--- src/rtl/aes_128_key_expand.sv ---
// aes_128_key_expand: AES-128 key schedule streaming round keys 0..10 as 64-bit key RAM writes.
// Define AES_KEXP_FAST_EN to derive the next key during the low write (2 cycles per round instead of 3).
module aes_128_key_expand #(
    parameter int unsigned ADDR_BASE = 0
) (
    input  logic         clk,
    input  logic         kill,
    input  logic [127:0] key_in,
    input  logic         key_en,
    output logic         en_wr,
    output logic [4:0]   addr_wr,
    output logic [63:0]  key_round_wr,
    output logic         busy,
    output logic         done
);
    localparam logic [0:255][7:0] SBOX = {
        128'h637c777bf26b6fc53001672bfed7ab76,
        128'hca82c97dfa5947f0add4a2af9ca472c0,
        128'hb7fd9326363ff7cc34a5e5f171d83115,
        128'h04c723c31896059a071280e2eb27b275,
        128'h09832c1a1b6e5aa0523bd6b329e32f84,
        128'h53d100ed20fcb15b6acbbe394a4c58cf,
        128'hd0efaafb434d338545f9027f503c9fa8,
        128'h51a3408f929d38f5bcb6da2110fff3d2,
        128'hcd0c13ec5f974417c4a77e3d645d1973,
        128'h60814fdc222a908846eeb814de5e0bdb,
        128'he0323a0a4906245cc2d3ac629195e479,
        128'he7c8376d8dd54ea96c56f4ea657aae08,
        128'hba78252e1ca6b4c6e8dd741f4bbd8b8a,
        128'h703eb5664803f60e613557b986c11d9e,
        128'he1f8981169d98e949b1e87e9ce5528df,
        128'h8ca1890dbfe6426841992d0fb054bb16
    };
    localparam logic [1:10][7:0] RCON = {8'h01, 8'h02, 8'h04, 8'h08, 8'h10, 8'h20, 8'h40, 8'h80, 8'h1b, 8'h36};
    localparam logic [4:0] BASE = 5'(ADDR_BASE);

    typedef enum logic [2:0] {IDLE, WR_HI, WR_LO, CALC, DONE} state_t;

    state_t       state;
    logic [3:0]   round;
    logic [127:0] rk;
    logic [127:0] rk_next;
    logic [3:0]   round_nx;
    logic [31:0]  rot, sub, w0n, w1n, w2n, w3n;

    // Next round key from the current one; rcon index is the round being produced.
    always_comb begin
        round_nx = round + 4'd1;
        rot      = {rk[23:0], rk[31:24]};
        sub      = {SBOX[rot[31:24]], SBOX[rot[23:16]], SBOX[rot[15:8]], SBOX[rot[7:0]]};
        w0n      = rk[127:96] ^ sub ^ {RCON[round_nx], 24'h0};
        w1n      = rk[95:64] ^ w0n;
        w2n      = rk[63:32] ^ w1n;
        w3n      = rk[31:0] ^ w2n;
        rk_next  = {w0n, w1n, w2n, w3n};
    end

    assign busy = (state != IDLE);

    always_ff @(posedge clk or posedge kill) begin
        if (kill) begin
            state        <= IDLE;
            round        <= '0;
            rk           <= '0;
            en_wr        <= 1'b0;
            addr_wr      <= '0;
            key_round_wr <= '0;
            done         <= 1'b0;
        end else begin
            en_wr        <= 1'b0;
            addr_wr      <= '0;
            key_round_wr <= '0;
            done         <= 1'b0;
            case (state)
                IDLE: if (key_en) begin
                    rk    <= key_in;
                    round <= '0;
                    state <= WR_HI;
                end
                WR_HI: begin
                    en_wr        <= 1'b1;
                    addr_wr      <= BASE + {round, 1'b0};
                    key_round_wr <= rk[127:64];
                    state        <= WR_LO;
                end
                WR_LO: begin
                    en_wr        <= 1'b1;
                    addr_wr      <= BASE + {round, 1'b1};
                    key_round_wr <= rk[63:0];
                    if (round == 4'd10) state <= DONE;
                    else begin
`ifdef AES_KEXP_FAST_EN
                        rk    <= rk_next;
                        round <= round_nx;
                        state <= WR_HI;
`else
                        state <= CALC;
`endif
                    end
                end
                CALC: begin
                    rk    <= rk_next;
                    round <= round_nx;
                    state <= WR_HI;
                end
                DONE: begin
                    done  <= 1'b1;
                    state <= IDLE;
                end
                default: state <= IDLE;
            endcase
        end
    end
endmodule
--- config.mk ---
export PLATFORM = sky130hd
export DESIGN_NAME = aes_128_key_expand
export DESIGN_NICKNAME = d
export VERILOG_FILES = /design/src/rtl/aes_128_key_expand.sv
export SDC_FILE = /design/constraint.sdc
export NUM_CORES = 1
export LEC_CHECK = 0
export CORE_MARGIN = 5
export CORE_UTILIZATION = 45
export DETAILED_ROUTE_END_ITERATION = 8
export SETUP_SLACK_MARGIN = 0.05
export SYNTH_ARGS = -nofsm -noshare
export SYNTH_HDL_FRONTEND = slang
export SYNTH_SLANG_ARGS = --single-unit
--- constraint.sdc ---
create_clock -name clk -period 15.79 [get_ports clk]
set_input_delay 3.158 -clock clk [delete_from_list [all_inputs] [get_ports clk]]
set_output_delay 3.158 -clock clk [all_outputs]
set_load 0.005 [all_outputs]
==> summary.md, run 1 <==
| Metric | Value |
|---|---|
| Async SR Flop Fraction | 100.0% |
| Vias in the first global route | between 20000 and 25000 |
| Die W | 238.9 um |
| GRT met2 Usage | 54.29% |
| Post-route DRC | 0 |
| Clock latency on the worst-skew pair | 540 ps |
| CP Data Arrival Time | 5640 ps |
| Max cap viols | 0 |
| TritonCTS Sinks | approximately 210 |
| RR Endpoint | rk[45] |
| RSZ-0062 raised after global routing | no |
| GRT overflow | 0 |
| Root buffer cell | clkbuf_16 |
| Most common cell after layout, fill and taps aside | nand2_1 |
| Placer Congestion | 1.028 |
| CP Launch Point | rk[1] |
| CTS Hold Bufs | 0 |
| Routed wire length | 106900 um |
| DR vias | 26160 |
| R2r startpoint | rk[1] |
| Clock transition at path regs | 60 ps |
| Ports | 203 |
| Initial antenna violation count | 5 |
| Worst Max-Slew Pin Slew | 1147 ps |
| Core area | 52240 sq um |
| GRT Max-Usage Layer | met2 |
| EDFF count, synth | 0 |
| Hold Crit Endpoint | key_round_wr[40] |
| Max Clk Rate | ~190 MHz |
| R2r setup slk | about 11000 ps |
| GRT Resource Usage Total | 35.42% |
| Syn Std Cell Area | between 20000 and 25000 sq um |
| Worst hold path class | register to register |
| Seq/Total Area, Yosys | 21.86% |
| Outcome | complete, no violations |
| Routed wire per std cell | just under 30 um |
| Final period utilization | 33.07% |
| Worst Clk Skew | 12.70 ps |
| WHS Path Cells | 1 |
| Worst Setup Path Type | register to register |
| TNS Setup | 0 ps |
| Full die area | approximately 57000 sq um |
| Worst Setup Start Kind | register |
| 1st-iter DRT viols | 4602 |
| Core Rows | between 80 and 90 |
| Maximum buffer depth of the clock tree | 3 |
| First-pass GRT wire length | 159000 um |
| Cells after synthesis | ~3000 |
| WP data required | 16200 ps |
| Die Ht | 238.9 um |
| Setup repair bufs after CTS | 0 |
| Final hold viol count | 0 |
| Syn. warnings | 0 |
| CP max FO | 33 |
| H-Tree Depth | 1 |
| Port Buffers | between 200 and 250 |
| Initial Utilization | 45.15% |
| Pin count of the biggest net entering global routing | 133 |
| Seq cells post-synth | 206 |
| Routed Antenna Nets | 0 |
| Worst r2r path cells | 12 |
| Nets | 3121 |
| Fraction of layout cells with a size suffix above 1 | 8.401% |
| Layout area overhead | 11.02% |
| Most common flop cell mapped by yosys | dfrtp_1 |
| Avg Cell Area, Syn | between 7 and 8 sq um |
| Met3 Resource Use GR | 8.906% |
| DR vias/cell | 7.206 |
| Hold_sp | rk[104] |
| CTS tree | done |
| Syn Nets | 3184 |
| Post-synth cell types | 95 |
| Max-Slew Margin vs Limit | 23.47% |
| First-pass DRT Iterations | 6 |
| Post-CTS sizing | 0 |
| Num CTS Buffers | 24 |
| HPWL after detailed placement | 73360 um |
| Final count of pins violating max slew | 0 |
| Tmin final | ~5200 ps |
| Worst Setup End Kind | register |
| Final setup violation count | 0 |
| Most frequent cells in the layout | nand2_1, o21ai_0, a21oi_1 |
| Met1 usage | between 40 and 50% |
==> worst max-delay path by stage <==
stage                 end  slack [ps]
2_1_floorplan  addr_wr[0]        7010
3_3_place_gp       rk[88]       10160
3_5_place_dp       rk[54]       10080
4_1_cts              busy       10510
5_1_grt            rk[29]       10400
6_report           rk[45]       10570
==> per-stage QoR <==
stage	area (sq um)	hold slack, ps	setup slack [ps]	std cells	util (%)
3_5_place_dp	25360	517.0	10080	3585	48.56
5_1_grt	26180	557.7	10400	3630	50.13
3_3_place_gp	25360	510.0	10160	3585	48.56
2_1_floorplan	23580	476.4	7008	2986	-
6_report	26180	534.1	10570	3630	50.13
4_1_cts	26180	531.3	10510	3628	50.12
==> synth_stat cells, drive strengths merged (43+ instances only) <==
cell / n / area [sq um]
a221o: 49 / 490.5
nand2b: 79 / 494.2
xnor2: 99 / 919.6
a22o: 72 / 630.6
a21oi: 205 / 1030
nor2b: 80 / 500.5
xor2: 43 / 376.6
inv: 59 / 221.5
nor3: 113 / 565.5
ha: 67 / 838.3
buf: 151 / 795.8
a31oi: 50 / 312.8
nand3: 86 / 430.4
nor2: 188 / 710.7
o21ai: 224 / 1121
dfrtp: 206 / 5155
clkbuf: 184 / 691.9
a22oi: 44 / 330.3
nand2: 224 / 843.3
mux4: 61 / 1374
o311ai: 44 / 385.4
o211ai: 49 / 372.9
a211oi: 44 / 335.3
==> routing by layer <==
layer,vias to the layer above,routed length (um)
met1,12640,41520
met4,8,5723
met2,1940,46820
met3,404,12680
li1,11170,-
met5,-,113
==> registers in the layout, summed over array words and instances (netlist names) <==
signal	flops
en_wr	1
round	4
addr_wr	5
rk	128
done	1
state	3
key_round_wr	64
==> final cells by class <==
cell class / instances / area, sq um
Clock buffer: 30 / 664.4
Fill cell: 5026 / 26050
Timing Repair Buffer: 246 / 2352
Clock inverter: 13 / 151.4
Inverter: 65 / 251.5
Sequential cell: 206 / 5175
Tap cell: 688 / 860.8
Multi-Input combinational cell: 2380 / 16720
Antenna cell: 2 / 5.005
==> cells by family (layout without fill, tap and decap cells) <==
| kind of cell | count (synthesis) | count (layout) | synth area share [%] |
|---|---|---|---|
| other cells | 0 | 2 | 0 |
| compound gates | 1120 | 1120 | 33.61 |
| flops | 206 | 206 | 21.86 |
| xor+xnor | 146 | 146 | 5.878 |
| simple gates | 940 | 940 | 19.88 |
| fa+ha+maj | 67 | 67 | 3.555 |
| buf+inv | 400 | 354 | 7.343 |
| mux | 107 | 107 | 7.878 |
==> worst max-delay path: stages (launching register included) <==
cell and delay (ps):
dfrtp_1 330, buf_4 390, inv_1 460, ha_1 940, and2_1 590, nor2_1 170
mux4_2 490, mux2i_1 150, mux4_2 440, xor2_1 380, xnor2_1 230, o21ai_0 140
a221o_1 350
Power of run 1 is not shown: default switching activity piles up to over one toggle a cycle in this logic, so the estimate is an artifact.
==> run 2: changes to the inputs <==
clock period = 5 ns   (was 15.79 ns; I/O delays follow)
==> run 2 against run 1 <==
Effect of this change:
- the run now ends with design-rule violations left
- critical endpoint is now rk[47]
- die area is the same
- first-iteration DRC count grew 6.5%
- cell count increased by 2.4%
- clock skew increased by 2.2 ps
- count of clock-buffer cells in the layout increased by 8
- non-clock buffer count increased by 75
- register-to-register slack got worse by 9700 ps
- routed wire length up 4.8%
- sequential cell count stayed put
- hold slack gained 7.2 ps
==> summary.md, run 2 (synthesis gave the netlist of run 1 again) <==
| Metric | Value |
|---|---|
| R2r startpoint | rk[2] |
| Max Clk Rate | 239.3 MHz (+25%) |
| Ports | 203 (unchanged) |
| Initial Utilization | 45.15% (unchanged) |
| Routed Antenna Nets | 0 (unchanged) |
| Placed Area | 26080 sq um (+2.8%) |
| WHS Path Cells | 2 (+1) |
| Setup repair bufs after CTS | 0 (unchanged) |
| Routed wire length | 112000 um (+4.8%) |
| Max FFs per register | 128 (unchanged) |
| Post-route DRC | 17 (+17) |
| H-Tree Depth | 1 (unchanged) |
| Final setup violation count | 0 (unchanged) |
| 1st-iter DRT viols | 4903 (+6.5%) |
| Port Buffers | 202 (unchanged) |
| Clock latency on the worst-skew pair | 550 ps (about the same) |
| Worst Setup End Kind | register |
| Die W | 238.9 um (unchanged) |
| Crit path top cell by count | xnor2_1 |
| Post-CTS sizing | 0 (unchanged) |
| Pin count of the biggest net entering global routing | 145 (+9.0%) |
| WP data required | 5420 ps (-10780 ps) |
| CP Data Arrival Time | 4600 ps (-1040 ps) |
| First-pass DRT Iterations | 9 (+3) |
| Critical Path, Cell by Cell | buf_12 > nand2b_1 > mux2i_1 > a211oi_1 > a2111oi_0 > a31oi_1 > xnor2_1 > xnor2_1 > a21o_1 > a221o_1 |
| Clock transition at path regs | 60 ps (about the same) |
| Slowest cell on crit path | dfrtp_2 |
| First-pass GRT wire length | 165200 um (+3.9%) |
| Failing checks | design-rule violations |
| Die Ht | 238.9 um (unchanged) |
| Final instance area | 26970 sq um (+3.0%) |
| Full die area | 57090 sq um (unchanged) |
| Max cap viols | 0 (unchanged) |
| Worst Setup Path Type | register to register |
| Hold_sp | rk[103] |
| Vias in the first global route | 25020 (+2.5%) |
| Largest registers | rk (128), key_round_wr (64), addr_wr (5) |
| Hold Crit Endpoint | rk[103] |
| Initial antenna violation count | 8 (+3) |
| Fraction of layout cells with a size suffix above 1 | 10.76% (+2.4 points) |
| RR Endpoint | rk[47] |
| Max-Slew Margin vs Limit | 21.43% (-2.0 points) |
| CTS tree | done |
| Final hold viol count | 0 (unchanged) |
| DR vias | 27100 (+3.6%) |
| Worst r2r path cells | 10 (-2) |
| Worst hold path class | register to register |
| Worst Max-Slew Pin Slew | 1174 ps (+27.64 ps) |
| DR vias/cell | 7.293 (+1.2%) |
| Worst Setup Start Kind | register |
| Nets | 3198 (+2.5%) |
| HPWL after detailed placement | 78490 um (+7.0%) |
| Num CTS Buffers | 26 (+8.3%) |
| R2r setup slk | 820 ps (-9750 ps) |
| Core Rows | 84 (unchanged) |
| Most frequent cells in the layout | nand2_1, o21ai_0, a21oi_1 |
| Slowest cell delay on critical path | 880 ps (-60 ps) |
| GRT overflow | 0 (unchanged) |
| GRT Resource Usage Total | 36.95% (+1.5 points) |
| RSZ-0062 raised after global routing | no |
| CP max FO | 66 (+100%) |
| Root buffer cell | clkbuf_16 |
| TNS Setup | 0 ps (unchanged) |
| Final period utilization | 83.58% (+51 points) |
| Layout area overhead | 14.35% |
| Worst Clk Skew | 14.89 ps (+2.193 ps) |
| Largest Register | rk |
| Maximum buffer depth of the clock tree | 3 (unchanged) |
| Core area | 52240 sq um (unchanged) |
| Placer Congestion | 1.051 (+2.3%) |
| Final count of pins violating max slew | 0 (unchanged) |
| CTS Hold Bufs | 0 (unchanged) |
| Outcome | finished with violations |
| TritonCTS Sinks | 206 (unchanged) |
| Tmin final | 4179 ps (-1042 ps) |
| Most common cell after layout, fill and taps aside | nand2_1 |
| Routed wire per std cell | 30.13 um (+2.3%) |
-- run 2: how the worst max path moves through the flow --
stage	cells past startpoint	slack, ps	end	from
detailed placement	10	1020	rk[47]	rk[2]
floorplan	15	1220	rk[54]	rk[9]
global route	10	680	rk[47]	rk[2]
finish	10	820	rk[47]	rk[2]
global placement	10	980	rk[47]	rk[2]
CTS	10	990	rk[47]	rk[2]
-- run 2: critical path: cells and delay by family (launching register included) --
family	cells	cell delay [ps]
compound gates	5	1530
xor+xnor	2	470
buf+inv	1	350
flops	1	880
mux	1	440
simple gates	1	330
-- run 2: through the flow --
stage	worst slack (ps)	hold slack [ps]	utilization, %	cells
2_1_floorplan	1219	476.4	-	2986
3_3_place_gp	976.5	523.5	49.93	3660
3_5_place_dp	1016	529.9	49.93	3660
4_1_cts	988.5	543.4	51.59	3708
5_1_grt	680.4	560.4	51.62	3715
6_report	821.2	541.3	51.63	3716
-- run 2: layer usage --
layer  wire (um)  track usage [%]
met5           0                0
met4        6545            16.24
met3       14760            8.514
met2       46800            53.78
met1       43840            52.52
-- run 2: final cells by class --
type                            instances  area, sq um
Antenna cell                            8        20.02
Clock buffer                           38        777.0
Clock inverter                         10        87.58
Fill cell                            4982        25270
Inverter                               65        247.7
Multi-Input combinational cell       2380        16720
Sequential cell                       206         5172
Tap cell                              688        860.8
Timing Repair Buffer                  321         3078
Power of run 2 is left out for the same reason.
